--- config.mk ---
export PLATFORM = sky130hd
export DESIGN_NAME = arb_grant_mux_fifo_flat
export DESIGN_NICKNAME = d
export VERILOG_FILES = /design/src/rtl/arb_grant_mux_fifo_pkg.sv /design/src/rtl/arb_grant_mux_fifo_if.sv /design/src/rtl/arb_grant_mux_fifo_sync_fifo.sv /design/src/rtl/arb_grant_mux_fifo.sv /design/src/flat_wrapper.sv
export SDC_FILE = /design/constraint.sdc
export NUM_CORES = 1
export LEC_CHECK = 0
export ABC_AREA = 1
export BUFFER_PORTS_ARGS = -buffer_cell sky130_fd_sc_hd__buf_2
export CORE_MARGIN = 2
export CORE_UTILIZATION = 59
export DETAILED_ROUTE_END_ITERATION = 16
export PLACE_DENSITY = 0.85
export SLEW_MARGIN = 20
export SYNTH_ARGS = -nofsm -noshare
export SYNTH_HDL_FRONTEND = slang
export SYNTH_SLANG_ARGS = --single-unit
--- constraint.sdc ---
create_clock -name clk -period 6.4 [get_ports clk]
set_clock_uncertainty 0.05 [all_clocks]
set_input_delay 0.64 -clock clk [delete_from_list [all_inputs] [get_ports clk]]
set_output_delay 0.64 -clock clk [all_outputs]
set_load 0.02 [all_outputs]
--- src/rtl/arb_grant_mux_fifo_pkg.sv ---
// rtl/arb_grant_mux_fifo_pkg.sv - shared requester/source-ID definitions for the grant mux FIFO
package arb_grant_mux_fifo_pkg;

    localparam int NUM_REQ = 3;
    localparam int SRC_W   = 2;

    typedef enum logic [SRC_W-1:0] {
        SRC_0 = 2'd0,
        SRC_1 = 2'd1,
        SRC_2 = 2'd2
    } src_e;

    localparam logic [NUM_REQ-1:0] GNT_0 = 3'b001;
    localparam logic [NUM_REQ-1:0] GNT_1 = 3'b010;
    localparam logic [NUM_REQ-1:0] GNT_2 = 3'b100;

    function automatic logic grant_is_onehot(input logic [NUM_REQ-1:0] g);
        return (g != '0) && ((g & (g - NUM_REQ'(1))) == '0);
    endfunction

    // Only meaningful for a one-hot grant; anything else falls back to SRC_0.
    function automatic src_e grant_to_src(input logic [NUM_REQ-1:0] g);
        case (g)
            GNT_1:   return SRC_1;
            GNT_2:   return SRC_2;
            default: return SRC_0;
        endcase
    endfunction

endpackage

--- src/rtl/arb_grant_mux_fifo_if.sv ---
// rtl/arb_grant_mux_fifo_if.sv - arbiter-side and sink-side signal bundle for the grant mux FIFO
interface arb_grant_mux_fifo_if #(
    parameter int DW = 8,
    parameter int AW = 2
);
    logic [2:0]      req_vld;
    logic [3*DW-1:0] req_data;
    logic [2:0]      grant;
    logic            arb_en;
    logic [2:0]      req_acc;
    logic            out_vld;
    logic [DW-1:0]   out_data;
    logic [1:0]      out_src;
    logic            out_rdy;
    logic [AW:0]     level;
    logic            err;

    modport slave (
        input  req_vld, req_data, grant, out_rdy,
        output arb_en, req_acc, out_vld, out_data, out_src, level, err
    );

    modport master (
        output req_vld, req_data, grant, out_rdy,
        input  arb_en, req_acc, out_vld, out_data, out_src, level, err
    );
endinterface

--- src/rtl/arb_grant_mux_fifo_sync_fifo.sv ---
// rtl/arb_grant_mux_fifo_sync_fifo.sv - small synchronous FIFO with separate occupancy counter
module arb_grant_mux_fifo_sync_fifo #(
    parameter int W     = 10,
    parameter int DEPTH = 4,
    parameter int AW    = 2
) (
    input  logic         clk,
    input  logic         rstn,
    input  logic         push,
    input  logic [W-1:0] wdata,
    input  logic         pop,
    output logic [W-1:0] rdata,
    output logic         full,
    output logic         empty,
    output logic [AW:0]  level
);

    logic [W-1:0]  mem [DEPTH];
    logic [AW-1:0] wr_ptr;
    logic [AW-1:0] rd_ptr;
    logic [AW:0]   level_q;
    logic          do_push;
    logic          do_pop;

    assign full    = (level_q == (AW+1)'(DEPTH));
    assign empty   = (level_q == '0);
    assign do_push = push & ~full;
    assign do_pop  = pop & ~empty;
    assign rdata   = mem[rd_ptr];
    assign level   = level_q;

    // Storage is cleared too so the head reads zero straight out of reset.
    always_ff @(posedge clk or negedge rstn) begin
        if (!rstn) begin
            wr_ptr  <= '0;
            rd_ptr  <= '0;
            level_q <= '0;
            for (int i = 0; i < DEPTH; i++) begin
                mem[i] <= '0;
            end
        end else begin
            if (do_push) begin
                mem[wr_ptr] <= wdata;
                wr_ptr      <= wr_ptr + AW'(1);
            end
            if (do_pop) begin
                rd_ptr <= rd_ptr + AW'(1);
            end
            case ({do_push, do_pop})
                2'b10:   level_q <= level_q + (AW+1)'(1);
                2'b01:   level_q <= level_q - (AW+1)'(1);
                default: level_q <= level_q;
            endcase
        end
    end

endmodule

--- src/rtl/arb_grant_mux_fifo.sv ---
// rtl/arb_grant_mux_fifo.sv - checks the arbiter grant, muxes the winning payload and buffers it with its source ID
module arb_grant_mux_fifo
    import arb_grant_mux_fifo_pkg::*;
#(
    parameter int DW    = 8,
    parameter int DEPTH = 4,
    parameter int AW    = 2
) (
    input  logic                 clk,
    input  logic                 rstn,
    arb_grant_mux_fifo_if.slave  bus
);

    localparam int W = DW + SRC_W;

    src_e         src;
    logic [DW-1:0] payload;
    logic [W-1:0]  rdata;
    logic          grant_ok;
    logic          push;
    logic          pop;
    logic          full;
    logic          empty;
    logic          started_q;
    logic          err_q;
    logic          bad_grant;
    logic          arb_en;

    always_comb begin
        src     = grant_to_src(bus.grant);
        payload = bus.req_data[0 +: DW];
        case (src)
            SRC_1:   payload = bus.req_data[DW +: DW];
            SRC_2:   payload = bus.req_data[2*DW +: DW];
            default: payload = bus.req_data[0 +: DW];
        endcase
    end

    assign grant_ok  = grant_is_onehot(bus.grant) && ((bus.grant & bus.req_vld) == bus.grant);
    // started_q keeps the arbiter disabled while reset is asserted even though level reads 0.
    assign arb_en    = started_q & ~full;
    assign push      = arb_en & grant_ok;
    assign bad_grant = arb_en && (bus.grant != '0) && !grant_ok;
    assign pop       = bus.out_vld & bus.out_rdy;

    always_ff @(posedge clk or negedge rstn) begin
        if (!rstn) begin
            started_q <= 1'b0;
            err_q     <= 1'b0;
        end else begin
            started_q <= 1'b1;
            if (bad_grant) begin
                err_q <= 1'b1;
            end
        end
    end

    arb_grant_mux_fifo_sync_fifo #(
        .W     (W),
        .DEPTH (DEPTH),
        .AW    (AW)
    ) u_fifo (
        .clk   (clk),
        .rstn  (rstn),
        .push  (push),
        .wdata ({src, payload}),
        .pop   (pop),
        .rdata (rdata),
        .full  (full),
        .empty (empty),
        .level (bus.level)
    );

    assign bus.arb_en   = arb_en;
    assign bus.req_acc  = push ? bus.grant : 3'b000;
    assign bus.out_vld  = ~empty;
    assign bus.out_data = rdata[DW-1:0];
    assign bus.out_src  = rdata[W-1:DW];
    assign bus.err      = err_q;

endmodule

--- src/flat_wrapper.sv ---
// flat-port wrapper written by rule: the top's interface ports become plain ports
module arb_grant_mux_fifo_flat import arb_grant_mux_fifo_pkg::*;
#(
    parameter int DW    = 8,
    parameter int DEPTH = 4,
    parameter int AW    = 2
)
  (clk, rstn, bus_req_vld, bus_req_data, bus_grant, bus_out_rdy, bus_arb_en, bus_req_acc, bus_out_vld, bus_out_data, bus_out_src, bus_level, bus_err);
  arb_grant_mux_fifo_if #(.DW(DW), .AW(AW)) bus_i ();
  input  logic clk;
  input  logic rstn;
  input wire logic [$bits(bus_i.req_vld)-1:0] bus_req_vld;
  input wire logic [$bits(bus_i.req_data)-1:0] bus_req_data;
  input wire logic [$bits(bus_i.grant)-1:0] bus_grant;
  input wire logic [$bits(bus_i.out_rdy)-1:0] bus_out_rdy;
  output wire logic [$bits(bus_i.arb_en)-1:0] bus_arb_en;
  output wire logic [$bits(bus_i.req_acc)-1:0] bus_req_acc;
  output wire logic [$bits(bus_i.out_vld)-1:0] bus_out_vld;
  output wire logic [$bits(bus_i.out_data)-1:0] bus_out_data;
  output wire logic [$bits(bus_i.out_src)-1:0] bus_out_src;
  output wire logic [$bits(bus_i.level)-1:0] bus_level;
  output wire logic [$bits(bus_i.err)-1:0] bus_err;
  assign bus_i.req_vld = bus_req_vld;
  assign bus_i.req_data = bus_req_data;
  assign bus_i.grant = bus_grant;
  assign bus_i.out_rdy = bus_out_rdy;
  assign bus_arb_en = bus_i.arb_en;
  assign bus_req_acc = bus_i.req_acc;
  assign bus_out_vld = bus_i.out_vld;
  assign bus_out_data = bus_i.out_data;
  assign bus_out_src = bus_i.out_src;
  assign bus_level = bus_i.level;
  assign bus_err = bus_i.err;
  arb_grant_mux_fifo #(.DW(DW), .DEPTH(DEPTH), .AW(AW)) u_core (.clk(clk), .rstn(rstn), .bus(bus_i));
endmodule
* Word-level counts from Yosys, hierarchy flattened
Cells that the tools add are included.
Cells by class: add/subtract/negate cells 5, magnitude comparators 3, eq/ne operators 8, mux-type cells 10, bitwise gates (word level) 11, reduce and logical (&&, ||, !) cells 10
Operators with widths (count):
- bitwise mux 40 bit | 1
- two-way mux 10 bit | 3
- binary-select mux 10 bit (select 2 bit) | 1
- demux 10 bit (select 2 bit) | 1
- case mux 8 bit (2 select lines) | 1
- AND 3 bit | 2
- equality test 3 bit (second input constant) | 2
- greater-or-equal comparator 3 bit (second input constant) | 2
- zero test 3 bit | 2
- inverter 2 -> 3 bit | 2
- case mux 3 bit (2 select lines) | 1
- subtractor 3 x 1 -> 3 bit (second input constant) | 2
- AND 1 bit | 5
- logical AND 1 bit | 5
- adder 2 x 1 -> 2 bit (second input constant) | 2
- equality test 2 x 1 -> 1 bit (second input constant) | 2
- equality test 2 bit (second input constant) | 2
- case mux 2 bit (2 select lines) | 1
- adder 3 x 1 -> 3 bit (second input constant) | 1
- equality test 3 x 2 -> 1 bit (second input constant) | 1
- equality test 3 bit | 1
- less-than comparator 3 x 1 -> 1 bit (second input constant) | 1
- two-way mux 3 bit | 1
- nonzero test 3 bit | 1
- other kinds (3) | 4
Storage, ports and cells: register bits 49, output and inout bits 19

* Depth between registers and ports, before layout
Gate-level depths: netlist of run 1.
depth in word-level cells 9, gate-level depth with buffers 14

* Hierarchy
A second synthesis of run 1 with hierarchy kept.
Unflattened totals: cells, all modules 365, area, all modules 2817.7 µm²
By module, submodules not included:
- arb_grant_mux_fifo_sync_fifo | instances 1, cells each 299, area each 2462.4 µm², seq. area each 1176.1 µm²
- arb_grant_mux_fifo | instances 1, cells each 66, area each 355.3 µm², seq. area each 50.0 µm²

* Worst setup path before layout of run 1
No wires, ideal clock.
kind input to register, start in bus_grant[1], end reg u_core.u_fifo.level_q[2] (netlist: u_core.u_fifo.level[2]), setup time 0.131 ns, arrival 2.152 ns, path slack 4.067 ns, stages on the path 12, buffers on the path 1, path through nor2_2 nand2_1 nand3_1 nor2_2 buf_6 inv_1 ha_1 inv_1 fa_1 a21oi_1 o21ai_0 xor2_1
Between the ends: word-level cells in the longest chain between the ends 9, elaborated cells on any way between the ends 14, classes of those cells add/sub (1); eq/ne (3); mux (1); bitwise (4); reduce/logical (5)
RTL lines:
- start, declared | RTL line flat_wrapper.sv:14 | input wire logic [$bits(bus_i.grant)-1:0] bus_grant;
- subtractor 3 x 1 -> 3 bit | RTL line arb_grant_mux_fifo_pkg.sv:18 | return (g != '0) && ((g & (g - NUM_REQ'(1))) == '0);
- AND 3 bit | RTL line arb_grant_mux_fifo_pkg.sv:18
- zero test 3 bit | RTL line arb_grant_mux_fifo_pkg.sv:18
- logical AND 1 bit | RTL line arb_grant_mux_fifo_pkg.sv:18
- logical AND 1 bit * | RTL line arb_grant_mux_fifo.sv:39 | assign grant_ok = grant_is_onehot(bus.grant) && ((bus.grant & bus.req_vld) == bus.grant);
- AND 1 bit * | RTL line arb_grant_mux_fifo.sv:42 | assign push = arb_en & grant_ok;
- AND 1 bit * | RTL line arb_grant_mux_fifo_sync_fifo.sv:27 | assign do_push = push & ~full;
- equality test 2 x 1 -> 1 bit or equality test 2 bit (tied branches) | RTL line arb_grant_mux_fifo_sync_fifo.sv:49 | case ({do_push, do_pop})
- case mux 3 bit (2 select lines) or nonzero test 2 bit (tied branches)
- end signal, assigned | RTL line arb_grant_mux_fifo_sync_fifo.sv:50 | 2'b10: level_q <= level_q + (AW+1)'(1);
- end signal, assigned | RTL line arb_grant_mux_fifo_sync_fifo.sv:51 | 2'b01: level_q <= level_q - (AW+1)'(1);
- end signal, assigned | RTL line arb_grant_mux_fifo_sync_fifo.sv:52 | default: level_q <= level_q;
- end, declared | RTL line arb_grant_mux_fifo_sync_fifo.sv:21 | logic [AW:0] level_q;
Mark *: on every way between the ends. The rest lies on a longest branch, timed or not. A chain may end at the register's enable or synchronous reset.

* Final worst setup path of run 1
start reg u_core.u_fifo.rd_ptr[0], end out bus_out_data[1]
Between the ends: word-level cells in the longest chain between the ends 4
RTL lines:
- start, declared | RTL line arb_grant_mux_fifo_sync_fifo.sv:20 | logic [AW-1:0] rd_ptr;
- start signal, assigned | RTL line arb_grant_mux_fifo_sync_fifo.sv:47 | rd_ptr <= rd_ptr + AW'(1);
- inverter 2 -> 3 bit (not written as such) | RTL line arb_grant_mux_fifo_sync_fifo.sv:29 | assign rdata = mem[rd_ptr];
- binary-select mux 10 bit (select 2 bit) | RTL line arb_grant_mux_fifo_sync_fifo.sv:29
- two-way mux 10 bit (not written as such) (2 in a row) | RTL line arb_grant_mux_fifo_sync_fifo.sv:29
- end, declared | RTL line flat_wrapper.sv:19 | output wire logic [$bits(bus_i.out_data)-1:0] bus_out_data;
Every way passes these cells. The select of a mux whose other input is x is not followed.

==> run metrics, run 1 <==
PwrDens=467 nW/um^2; number of global-route vias before repair=2337; Detailed Routing Iterations Pass 1=5; worst skew pair latency=0.31 ns; outcome=completed; number of max-cap violations=0; yosys warns=0; simple logic cell fraction of the synthesized area=33.2%; Bufs on Longest Clock Path=2; vias per std cell=5.70; worst hold path type=input port to asynchronous set/reset pin; sequential-to-total area share from yosys stat=48.1%; worst-path fanout max=23; CTS tree=yes; initial antenna violation count=0; complex-gate fraction of the synthesized area=7.50%; DP Worst Slack=3.49 ns; sw power=0.604 mW; Top Family by Delay on Critical Path=flip-flops; overall routing resource usage=26.6%; Die W=69.8 um; Worst-path clk slew=0.08 ns; sequential share of power=40.8%; Slew HR=50.6%; final setup TNS=0 ns; Final Max Slew Viols=0; most frequent cells in the layout=nand2_1 (108), nand3_1 (59), buf_2 (50); placed inst area=2780 um^2; RSZ-0062 raised after global routing=false; post-route cell area=2880 um^2; Seq cells post-synth=49; number of cells on the critical path=4; IO buf count=51; VDD IR max=0.000344 V; critical path's largest stage delay=0.83 ns; CP Cell Sequence=inv_1 -> o21ai_0 -> o22ai_1 -> buf_2; post-synthesis cell count=328; Post-CTS Setup Bufs=0; share of cells above drive strength 1=18.6%; critical path type=register to primary output; period utilization=46.9%; Fmax=333 MHz; largest family of logic cells by synthesized area=simple AND/OR/NAND/NOR gates; # DRC=0; syn_nets=367; post_cts resized=0; clock share of power=15.0%; Overflow after GRT=0; Cell Count, Final, Fillers Out=421; P_int=0.744 mW; gpl congestion=0.832; IO Pins=52; CP Capture Type=primary output; H-tree depth=2; DPL Wire Length=4060 um; crit start category=register; commonest non-fill, non-tap cell in the layout=nand2_1; num rows=23; CTS Hold Bufs=0; Layout Nets=409; CP max-delay cell=dfrtp_1; Worst Tran Pin Value=0.741 ns; P&R area growth vs syn=13.0%; Cell Area, Synth=2550 um^2; R2R cell count=12; Final Power=1.35 mW; vias=2399; Worst EP required=5.71 ns; final core occ=70.6%; Iter 0 DRT Violations=297; Sink Count=49; Synth Area in Adders=3.24%; die height=69.8 um; Placed Instances=413; post-synthesis average cell area=7.78 um^2; library cells used by synthesis=23; antenna-violating nets left=0; crit path time final=3.00 ns; ANT cells=0; final setup violation count=0; CTS Buf Count=5; Starting Density=62.4%; Sw Ratio=44.8%; Gate power share=44.1%; Post-Synth XOR/XNOR Area=1.72%; drt total wl=6080 um; clk root buf=clkbuf_8; slack of the critical path=3.40 ns; Worst EP arrival=2.31 ns; post-synthesis mux area share=0%; worst hold slack=0.285 ns; pin count of the biggest net entering global routing=50; first-pass GRT wire length=10400 um; Die ar.=4870 um^2; Hold Vio Cnt, Final=0; Worst Path Buf+Inv=2; Layout fillers=355; Pleak=1.57 nW; wire per inst=14.4 um; core area=4090 um^2
-- registers in the layout, indices dropped and copies added, names as in the netlist --
signal	cells
u_core.u_fifo.mem	40
u_core.started_q	1
u_core.bus.err	1
u_core.u_fifo.level	3
u_core.u_fifo.wr_ptr	2
u_core.u_fifo.rd_ptr	2
-- layout make-up --
| type | instances | area (um^2) | area share [%] |
|---|---|---|---|
| clock inverters | 1 | 5.00 | 0.174 |
| inverters | 16 | 60.1 | 2.08 |
| clock buffers | 7 | 96.3 | 3.34 |
| repair buffers | 52 | 265 | 9.20 |
| well taps | 50 | 62.6 | 2.17 |
| flip-flops and latches | 49 | 1230 | 42.5 |
| multi-input cells | 246 | 1170 | 40.5 |
-- kinds of logic (layout without fill, tap and decap cells) --
family / Yosys count / count (layout)
compound gates: 35 / 35
xor+xnor: 5 / 5
fa+ha+maj: 6 / 6
buf+inv: 33 / 76
flops: 49 / 49
other cells: 1 / 1
simple gates: 199 / 199
-- power by group through the flow --
stage	combinational (mW)	clock, mW	sequential [mW]
after global routing	0.664	0.216	0.567
after floorplan	0.442	0	0.517
after CTS	0.593	0.203	0.546
after detailed placement	0.592	0	0.549
after global placement	0.576	0	0.544
final	0.595	0.203	0.550
-- metal layers --
| layer | track usage (%) | vias to the layer above | routed length [um] |
|---|---|---|---|
| li1 | - | 1148 | - |
| met1 | 35.8 | 1129 | 2560 |
| met2 | 43.4 | 106 | 2960 |
| met3 | 4.07 | 16 | 412 |
| met4 | 11.1 | 0 | 149 |
| met5 | 0 | - | 0 |
-- cell usage after synthesis, drive strengths merged --
master	number	area share, %
ha	5	2.5
nand3	60	12
dfrtp	49	48
and2	1	0.25
nor2	25	3.9
o22ai	10	2.5
buf	9	2.6
fa	1	0.78
a21oi	1	0.20
xor2	4	1.4
inv	16	2.4
nand2	113	17
clkbuf	8	1.2
xnor2	1	0.34
o21ai	23	4.5
a31o	1	0.34
conb	1	0.15
-- worst paths after layout --
kind | startpoint | to | slack, ns
setup / recovery | u_core.u_fifo.rd_ptr[0] | bus_out_data[1] | 3.40
hold / removal | rstn | u_core.started_q | 0.28
setup reg to reg | u_core.u_fifo.level[0] | u_core.u_fifo.level[2] | 3.86
hold reg to reg | u_core.u_fifo.mem[10] | u_core.u_fifo.mem[10] | 0.42
max in group asynchronous | rstn | u_core.u_fifo.mem[35] | 5.62
min in group clk | u_core.u_fifo.mem[10] | u_core.u_fifo.mem[10] | 0.42
No activity file was read; power rests on OpenSTA's default activity.
==> run 2: changes to the inputs <==
ABC_AREA = 0   (was 1)
CORE_UTILIZATION = 50   (was 59)
PLACE_DENSITY = 0.76   (was 0.85)
clock period = 2.6 ns   (was 6.4 ns; I/O delays follow)
==> run 2 against run 1 <==
Non-clock buffer count rose by 12. Critical path depth rose by 2. Sequential share of layout area fell by 3.8 points. Largest power group unchanged. Clock-buffer cell count fell by 1. Flip-flop and latch count did not move. Final cell count fell by 20%. The run now ends with negative hold slack left. Critical path type unchanged. Clock power rose by 140%. Area after synthesis rose by 5.1%.
==> run metrics, run 2 <==
outcome=complete, but fails checks; failing checks=negative hold slack; crit start category=register; Sw Ratio=37.5% (-7.4 points); Worst EP required=2.29 ns (-3.42 ns); vias=1871 (-22%); sw power=1.28 mW (+110%); antenna-violating nets left=0 (unchanged); Worst-path clk slew=0.09 ns (about the same); commonest non-fill, non-tap cell in the layout=buf_2; DPL Wire Length=4260 um (+5.0%); top-area cell type share of the netlist area=45.8% (-2.3 points); top-count cell post-synth=dfrtp_1; vias per std cell=5.57 (-2.3%); Post-CTS Setup Bufs=0 (unchanged); number of max-cap violations=0 (unchanged); Layout Nets=304 (-26%); P_int=2.13 mW (+190%); drt total wl=5850 um (-3.8%); worst hold slack=-0.00558 ns (-0.291 ns); ys flop type=dfrtp_1; Detailed Routing Iterations Pass 1=5 (unchanged); Bufs on Longest Clock Path=2 (unchanged); yosys warns=0 (unchanged); clk root buf=clkbuf_8; library cells used by synthesis=42 (+83%); Seq cells post-synth=49 (unchanged); top cells by area, synth=dfrtp_1 (46%), mux2_2 (14%), mux4_2 (8.4%); Yosys top cell by area=dfrtp_1; commonest cells in the netlist=dfrtp_1 (49), mux2_2 (34), inv_1 (12); IO Pins=52 (unchanged); CTS Hold Bufs=0 (unchanged); die height=77.2 um (+11%); final setup violation count=0 (unchanged); Fmax=460 MHz; Pleak=1.40 nW (-11%); Sink Count=49 (unchanged); Worst EP arrival=1.87 ns (-0.44 ns); num rows=26 (+13%); worst skew pair latency=0.30 ns (about the same); post-synthesis average cell area=13.1 um^2 (+68%); Cell Area, Synth=2680 um^2 (+5.1%); CP max-delay cell=dfrtp_1; CP Cell Sequence=inv_1 -> o31a_1 -> a21boi_0 -> buf_4 -> and2_1 -> buf_2; Starting Density=52.1% (-10 points); Post-synth ARST share=100% (unchanged); overall routing resource usage=21.3% (-5.4 points); P&R area growth vs syn=18.2%; Reg area=1230 um^2 (unchanged); crit path time final=2.18 ns; ANT cells=0 (unchanged); CP Capture Type=primary output; core area=5140 um^2 (+26%); Placed Instances=328 (-21%); Final Max Slew Viols=0 (unchanged); Hold Vio Cnt, Final=8 (+8); worst-path fanout max=8 (-65%); multi-input logic area=1360 um^2 (+16%); Slew HR=58.7% (+8.1 points); share of cells above drive strength 1=47.4% (+29 points); final setup TNS=0 ns (unchanged); Largest register FFs=40 (unchanged); IO buf count=51 (unchanged); worst hold path type=input port to asynchronous set/reset pin; initial antenna violation count=0 (unchanged); post_cts resized=0 (unchanged); critical path's largest stage delay=0.41 ns (-0.42 ns); VDD IR max=0.000582 V (+69%); Die ar.=5960 um^2 (+23%); number of global-route vias before repair=2052 (-12%); period utilization=83.7%; post-synthesis cell count=205 (-38%); most frequent cells in the layout=buf_2 (51), dfrtp_1 (49), mux2_2 (34); clock share of power=14.0% (-1.0 points); gpl congestion=0.887 (+6.7%); Iter 0 DRT Violations=90 (-70%); Cell Count, Final, Fillers Out=336 (-20%); EDFF count, synth=0 (unchanged); # DRC=0 (unchanged); Die W=77.2 um (+11%); sequential-to-total area share from yosys stat=45.8% (-2.3 points); Layout fillers=455 (+28%); CTS tree=yes; syn_nets=244 (-34%); Worst Tran Pin Value=0.620 ns (-0.122 ns); sequential share of power=40.7% (about the same); wire per inst=17.4 um (+21%); Top reg by flops=u_core.u_fifo.mem; Overflow after GRT=0 (unchanged); Gate power share=45.3% (+1.2 points); first-pass GRT wire length=9840 um (-5.6%); RSZ-0062 raised after global routing=false; H-tree depth=2 (unchanged); critical path type=register to primary output; pin count of the biggest net entering global routing=50 (unchanged); PwrDens=1080 nW/um^2 (+130%); CTS Buf Count=5 (unchanged)
==> run 2: cell types whose count changed in the layout (fill, tap and decap cells not counted), moves of 9 or more <==
cell,previous run,this run
nor2_1,23,3
nand3_1,59,0
o22ai_1,10,1
buf_4,2,13
o21ai_0,23,7
nand2_1,108,1
mux2_2,0,34
mux4_2,0,10
==> run 2: final timing paths <==
kind | slack [ns] | to | cells past startpoint | start
hold reg to reg | 0.44 | u_core.u_fifo.mem[15] | 1 | u_core.u_fifo.mem[15]
setup / recovery | 0.42 | bus_req_acc[0] | 6 | u_core.u_fifo.level[2]
setup reg to reg | 0.54 | u_core.u_fifo.level[1] | 6 | u_core.u_fifo.level[0]
max in group asynchronous | 2.08 | u_core.u_fifo.mem[11] | 2 | rstn
min in group clk | 0.31 | u_core.u_fifo.rd_ptr[0] | 3 | bus_out_rdy
hold / removal | -0.006 | u_core.u_fifo.mem[34] | 2 | rstn
==> run 2: area by class of cell <==
class                      instances  area share (%)
timing repair buffer              64            11.1
multi-input combinational        133            42.9
tap                               70            2.76
clock buffer                       6            2.61
sequential                        49            38.7
inverter                          12            1.42
clock inverter                     2           0.434
==> run 2: cell families after synthesis <==
| family | count (synthesis) | share of synthesized area, % |
|---|---|---|
| XOR/XNOR | 6 | 1.96 |
| AO/OA/AOI/OAI | 43 | 14.8 |
| AND/OR/NAND/NOR | 29 | 6.44 |
| adder cells (fa/ha/maj) | 6 | 3.08 |
| other | 1 | 0.140 |
| multiplexers | 48 | 24.3 |
| buffers and inverters | 23 | 3.50 |
| flip-flops | 49 | 45.8 |
==> run 2: per-stage QoR <==
| step | power (mW) | worst slack (ns) | cell area [um^2] | util [%] |
|---|---|---|---|---|
| after global routing | 3.65 | 0.306 | 3170 | 61.6 |
| after CTS | 3.44 | 0.430 | 3170 | 61.6 |
| final | 3.41 | 0.425 | 3170 | 61.6 |
| after detailed placement | 2.96 | 0.167 | 3070 | 59.8 |
| after floorplan | 2.49 | 0.237 | 2680 | - |
| after global placement | 2.90 | 0.263 | 3070 | 59.8 |
==> run 2: per-layer routing <==
metal,GRT usage [%],share of wire (%),up-vias
met5,0,0,-
met4,6.43,1.3,0
met3,4.35,4.3,7
met2,36.9,52,46
met1,26.9,43,948
li1,-,-,870
==> run 2: power by group through the flow <==
stage               Combinational (mW)  Sequential, mW  Clock, mW
CTS                               1.57            1.39      0.489
finish                            1.55            1.39      0.478
detailed placement                1.56            1.40          0
global placement                  1.52            1.38          0
global route                      1.68            1.44      0.522
floorplan                         1.17            1.32          0
==> run 2: worst max-delay path: cells and delay by family (launching register included) <==
family	cells	cell delay, ns
compound gates	2	0.54
buf+inv	3	0.48
flops	1	0.41
simple gates	1	0.13
